$ cat src/rtl/fpu_pack_d2s_pair.sv
// Packs two converted single-precision lanes into one 64-bit packed-single word.
// Tracks a sticky overflow-to-infinity flag and a handed-off word counter.
module fpu_pack_d2s_pair #(
  parameter logic [31:0] PAD_HI = 32'h0000_0000,
  parameter int unsigned CNT_W  = 16
) (
  input  logic             clock,
  input  logic             reset,
  input  logic             inValid,
  input  logic [31:0]      inData,
  input  logic             inLast,
  output logic             inReady,
  output logic             outValid,
  output logic [63:0]      outData,
  output logic [1:0]       outMask,
  input  logic             outReady,
  output logic             stInf,
  input  logic             clrSticky,
  output logic [CNT_W-1:0] wordCnt
);

  localparam logic [1:0] EMPTY = 2'd0;
  localparam logic [1:0] HALF  = 2'd1;
  localparam logic [1:0] FULL  = 2'd2;

  logic [1:0]  state;
  logic [31:0] holdLane;
  logic        accept;
  logic        handoff;
  logic        slotFree;
  logic        laneInf;

  assign outValid = (state == FULL);
  assign inReady  = (state != FULL) || outReady;
  assign accept   = inValid && inReady;
  assign handoff  = outValid && outReady;
  assign laneInf  = (inData[30:0] == 31'h7F80_0000);

  // A FULL word leaving this edge frees the slot as if we were EMPTY
  assign slotFree = (state == EMPTY) || handoff;

  always_ff @(posedge clock or negedge reset) begin
    if (!reset) begin
      state    <= EMPTY;
      holdLane <= '0;
      outData  <= '0;
      outMask  <= '0;
      stInf    <= 1'b0;
      wordCnt  <= '0;
    end else begin
      if (handoff)
        wordCnt <= wordCnt + 1'b1;

      if (accept && laneInf)
        stInf <= 1'b1;
      else if (clrSticky)
        stInf <= 1'b0;

      unique case (1'b1)
        accept && slotFree && inLast: begin
          outData <= {PAD_HI, inData};
          outMask <= 2'b01;
          state   <= FULL;
        end
        accept && slotFree && !inLast: begin
          holdLane <= inData;
          state    <= HALF;
        end
        accept && !slotFree: begin
          outData <= {inData, holdLane};
          outMask <= 2'b11;
          state   <= FULL;
        end
        !accept && handoff: begin
          state <= EMPTY;
        end
        default: ;
      endcase
    end
  end

endmodule
$ cat config.mk
export PLATFORM = sky130hd
export DESIGN_NAME = fpu_pack_d2s_pair
export DESIGN_NICKNAME = d
export VERILOG_FILES = /design/src/rtl/fpu_pack_d2s_pair.sv
export SDC_FILE = /design/constraint.sdc
export NUM_CORES = 1
export LEC_CHECK = 0
export BUFFER_PORTS_ARGS = -buffer_cell sky130_fd_sc_hd__buf_4
export CAP_MARGIN = 20
export CORE_MARGIN = 2
export CORE_UTILIZATION = 34
export CTS_CLUSTER_DIAMETER = 200
export DETAILED_ROUTE_END_ITERATION = 8
export PLACE_DENSITY = 0.65
export SYNTH_ARGS = -nofsm -noshare
export SYNTH_HDL_FRONTEND = slang
export SYNTH_SLANG_ARGS = --single-unit
$ cat constraint.sdc
create_clock -name clock -period 1.7 [get_ports clock]
set_input_delay 0.085 -clock clock [delete_from_list [all_inputs] [get_ports clock]]
set_output_delay 0.085 -clock clock [all_outputs]
set_load 0.01 [all_outputs]
Word-level counts from Yosys, hierarchy flattened:

Cells that the tools add are included.
Widths: inputs -> output; s select.

* add/sub/neg operators: 1
* eq/ne operators: 3
* mux-type cells: 5
* reductions and logical operators: 18

Operators with widths (number)
* $pmux 64 s2: 1
* $eq 31x31->1 const B: 1
* $add 16x1->16 const B: 1
* $logic_and 1x1->1: 8
* $pmux 2 s3: 1
* $pmux 2 s2: 1
* $reduce_bool 2->1: 2
* $logic_not 1->1: 3
* $reduce_bool 3->1: 1
* $eq 2x2->1 const B: 1
* $logic_not 2->1: 1
* $logic_or 1x1->1: 2
* $mux 1: 2
* $ne 2x2->1 const B: 1
* $reduce_or 2->1: 1

* register bits: 117
* input bits: 38
* output and inout bits: 85
* word-level logic and storage cells: 33

Logic depth before layout (Yosys ltp):

* word-level depth: 7
* gate-level depth with buffers: 7
* gate-level depth less buffers: 5

Least setup slack after synthesis:

OpenSTA, ideal clock, no wires.

* kind: reg-to-reg
* start point: register state[0]
* end point: register holdLane[12]
* setup time: 0.125 ns
* arrival time: 1.469 ns
* data required time: 1.575 ns
* path slack: 0.106 ns
* stages on the path, launching flop included: 5
* buffers on the path: 2
* period minus slack after synthesis: 1.594 ns
* cell sequence: dfrtp_1 > buf_4 > nor4_4 > buf_6 > mux2_4

* longest elaborated chain between the ends: 5
* elaborated cells on any way between the ends: 9
* those cells by class: eq/ne: 2; reduce/logical: 7

Ends and longest elaborated chain
* from (decl): line 26 `logic [1:0] state;`
* from (signal assigned): line 44 `state <= EMPTY;`
* from (signal assigned): line 63 `state <= FULL;`
* from (signal assigned): line 67 `state <= HALF;`
* $ne 2x2->1 or $eq 2x2->1 (tied branches): line 34, 33
* $logic_or 1x1->1 or $logic_and 1x1->1 (tied branches): line 34, 36
* $logic_and 1x1->1 or $logic_or 1x1->1 (tied branches): line 35, 40
* $logic_and 1x1->1 * (2 in series): line 65 `accept && slotFree && !inLast: begin`
* to (signal assigned): line 66 `holdLane <= inData;`
* to (decl): line 27 `logic [31:0] holdLane;`

Mark *: on every way between the ends. The rest lies on a longest branch, timed or not.
A chain may end at the register's enable or synchronous reset.

Worst setup path in the final report:

* start point: register wordCnt[5]
* end point: register wordCnt[15]

* longest elaborated chain between the ends: 1

Ends and longest elaborated chain
* from (decl): line 19 `output logic [CNT_W-1:0] wordCnt`
* from (signal assigned): line 52 `wordCnt <= wordCnt + 1'b1;`
* $add 16x1->16: line 52

Every way passes these cells.

==> flow_summary.ini <==
[outcome]
status = finished clean

[global_routing]
track_usage_pct = 17.6
grt_antenna_before_repair = 0
grt_overflow = 0
grt_pass1_wl_mm = 20.3
grt_pass1_vias = 3810
grt_max_degree = 47

[clock_network]
h-tree-depth = 4
cts-root-buf = clkbuf_16
path_clk_slew_ps = 50
clock_sinks = 117
numCtsBuffers = 17
cts_tree = built
clock_path_buffers = 2
worstSkewPairLatency_ps = 410

[synthesis]
yosysSeqAreaShare_pct = 59.7
synthMuxAreaShare_pct = 8.34
synth-xor-area-share_pct = 2.68
yosys-top-cells-area = dfrtp_1 60%, a22o_1 5.7%, nand2_1 5.5%, a21o_1 5.1%, mux2_2 4.4%
syn_nets = 445
synthArstFlopShare_pct = 100
synth-edff-count = 0
synth_cells = 406
synth_compound_area_share_pct = 14.4
syn_area_sq_mm = 0.00490
synthDistinctLibCells = 36
ys_seq_elements = 117
synth_top_family_by_area = compound AO/OA/AOI/OAI gates
yosys_most_used_dff = dfrtp_1
yosysTopAreaCell = dfrtp_1
synth_top_area_share_pct = 59.7
synth.avg_cell_area_sq_um = 12.1
synthSimpleGateAreaFrac_pct = 11.3
synthAdderAreaFrac_pct = 0.255
synth_warnings = 0

[route]
num_vias = 3831
highest_layer = met4
drt-met1-wl_mm = 5.98
dr.pass1.iters = 4
route.met3.wl_um = 746
drtIter0Drc = 306
ant_nets = 0
wl_met2_mm = 6.28
finalWirelength_mm = 13.1
wl_per_cell_um = 17.1
via_per_inst = 4.98
drc = 0

[worst_setup_path]
path_max_fanout = 6
cp-start-kind = register
arrival_ps = 1920
worstSetupPathType = reg -> reg
worstPathRequired_ps = 1990
cp-end-kind = register

[sta]
fmax_mhz = 613
drv_slew = 0
fin_crit_sh_pct = 96.0
final-setup-viol-count = 0
fin_tns_setup_ps = 0
hold_viol_final = 0
worst_slack_ps = 67.5
relSlewSlack_pct = 66.9
finalCriticalPeriod_ps = 1630
holdWs_ps = 102
fin_skew_ps = 8.72
tightest_slew_ps = 495

[finish]
drive_above_1_share_pct = 35.8
nets = 616
fin_cells = 770
syn_to_final_growth_pct = 45.2
antennaDiodeCount = 0
final_util_pct = 50.9

[placement]
dp_slack_ps = -21.2
port_buffers = 122
place_hpwl_mm = 8.41
gp_congestion = 0.745
dp.cells = 698

[floorplanning]
die_w_um = 124
start_util_pct = 35.1
coreArea_sq_mm = 0.0140
die_area_sq_mm = 0.0154
ioPinCount = 123
die_height_um = 124
rows = 43

[power_and_ir_drop]
cellLeakagePower_uw = 0.00350
vdd_drop_max_mv = 0.767
power_density_mw_per_mm2 = 1440

[min_path]
hp-class = in -> async

[flow_run]
max-cap-violations = 0
[worst max-delay path, stage by stage, from the launching register on]
cell     delay, ps
dfrtp_1        440
nand4_1        300
nor4_4         460
nand3_1        150
xnor2_1        150
[cell usage after synthesis, types with 7 or more instances]
cell	n
a21o_1	33
dfrtp_1	117
nor2_1	7
nand2_1	72
xnor2_1	11
mux2_2	19
clkbuf_1	8
o21ai_0	27
mux2_4	10
buf_2	8
a22o_1	32
[area by class of cell]
type                            count  area [sq um]
Multi-Input combinational cell    262          1850
Fill cell                        1236          6870
Sequential cell                   117          2930
Clock inverter                     10           150
Inverter                            3          11.3
Tap cell                          180           225
Timing Repair Buffer              176          1470
Clock buffer                       22           484
[cell families (layout without fill, tap and decap cells)]
| family | count (synthesis) | in the layout |
|---|---|---|
| simple gates | 112 | 113 |
| xor+xnor | 15 | 15 |
| mux | 33 | 33 |
| buf+inv | 28 | 211 |
| compound gates | 100 | 100 |
| flops | 117 | 117 |
| fa+ha+maj | 1 | 1 |
[metrics by stage]
step | cell area (sq um) | total power, uW
after global placement | 6060 | 6320
final | 7120 | 10300
after detailed placement | 6060 | 6410
after global routing | 7120 | 10800
after floorplan | 4900 | 5080
after CTS | 7070 | 10400
[timing repair]
item | 4_1_cts | 5_1_grt
endpoints found under the setup margin | 32 | 38
resized for setup | 0 | 7
hold endpoints to repair | 206 | 0
hold buffers | 37 | 0
gates cloned | 0 | 1
setup buffers | 0 | 2
pin swaps | 7 | 2
[registers in the layout, indices dropped and copies added, names as in the netlist]
register,count
holdLane,32
outData,64
outMask,2
stInf,1
state,2
wordCnt,16
[placed cells by master (no fill, tap or decap), types with 3 or more instances in the layout]
master and instances:
mux2_4 10, xnor2_1 11, a21o_1 33, dlygate4sd3_1 37, nand2_1 72, nor2_1 5
clkbuf_8 4, clkbuf_16 17, xor2_1 4, buf_12 4, buf_4 133, mux2_1 4
dfrtp_1 117, o21ai_1 6, mux2_2 19, nand4_1 6, nor4_1 5, nand3_1 6
a22o_1 32, bufinv_16 4, nand4b_1 3, clkinv_2 6, o21ai_0 27
[per-layer routing]
metal | global-route usage [%] | up-vias
met2 | 27.5 | 101
met3 | 5.72 | 11
li1 | - | 1780
met1 | 23.2 | 1939
met5 | 0 | -
met4 | 5.69 | 0
[worst paths after layout]
check / from / slack [ps] / endpoint / depth (start not counted)
max: wordCnt[5] / 70 / wordCnt[15] / 4
min: reset / 100 / outData[12] / 2
max reg2reg: wordCnt[5] / 70 / wordCnt[15] / 4
min reg2reg: outData[0] / 480 / outData[0] / 1
max in group asynchronous: reset / 1050 / outData[30] / 3
min in group clock: outReady / 170 / wordCnt[0] / 3
[report_power, final]
group	internal, uW	switching, uW	leakage, uW	total [uW]
clock network	2590	1210	0.000319	3800
registers	3510	486	0.00146	4000
logic	1380	1090	0.00172	2460
total	7480	2780	0.00350	10300
(Power assumes the default switching activity.)
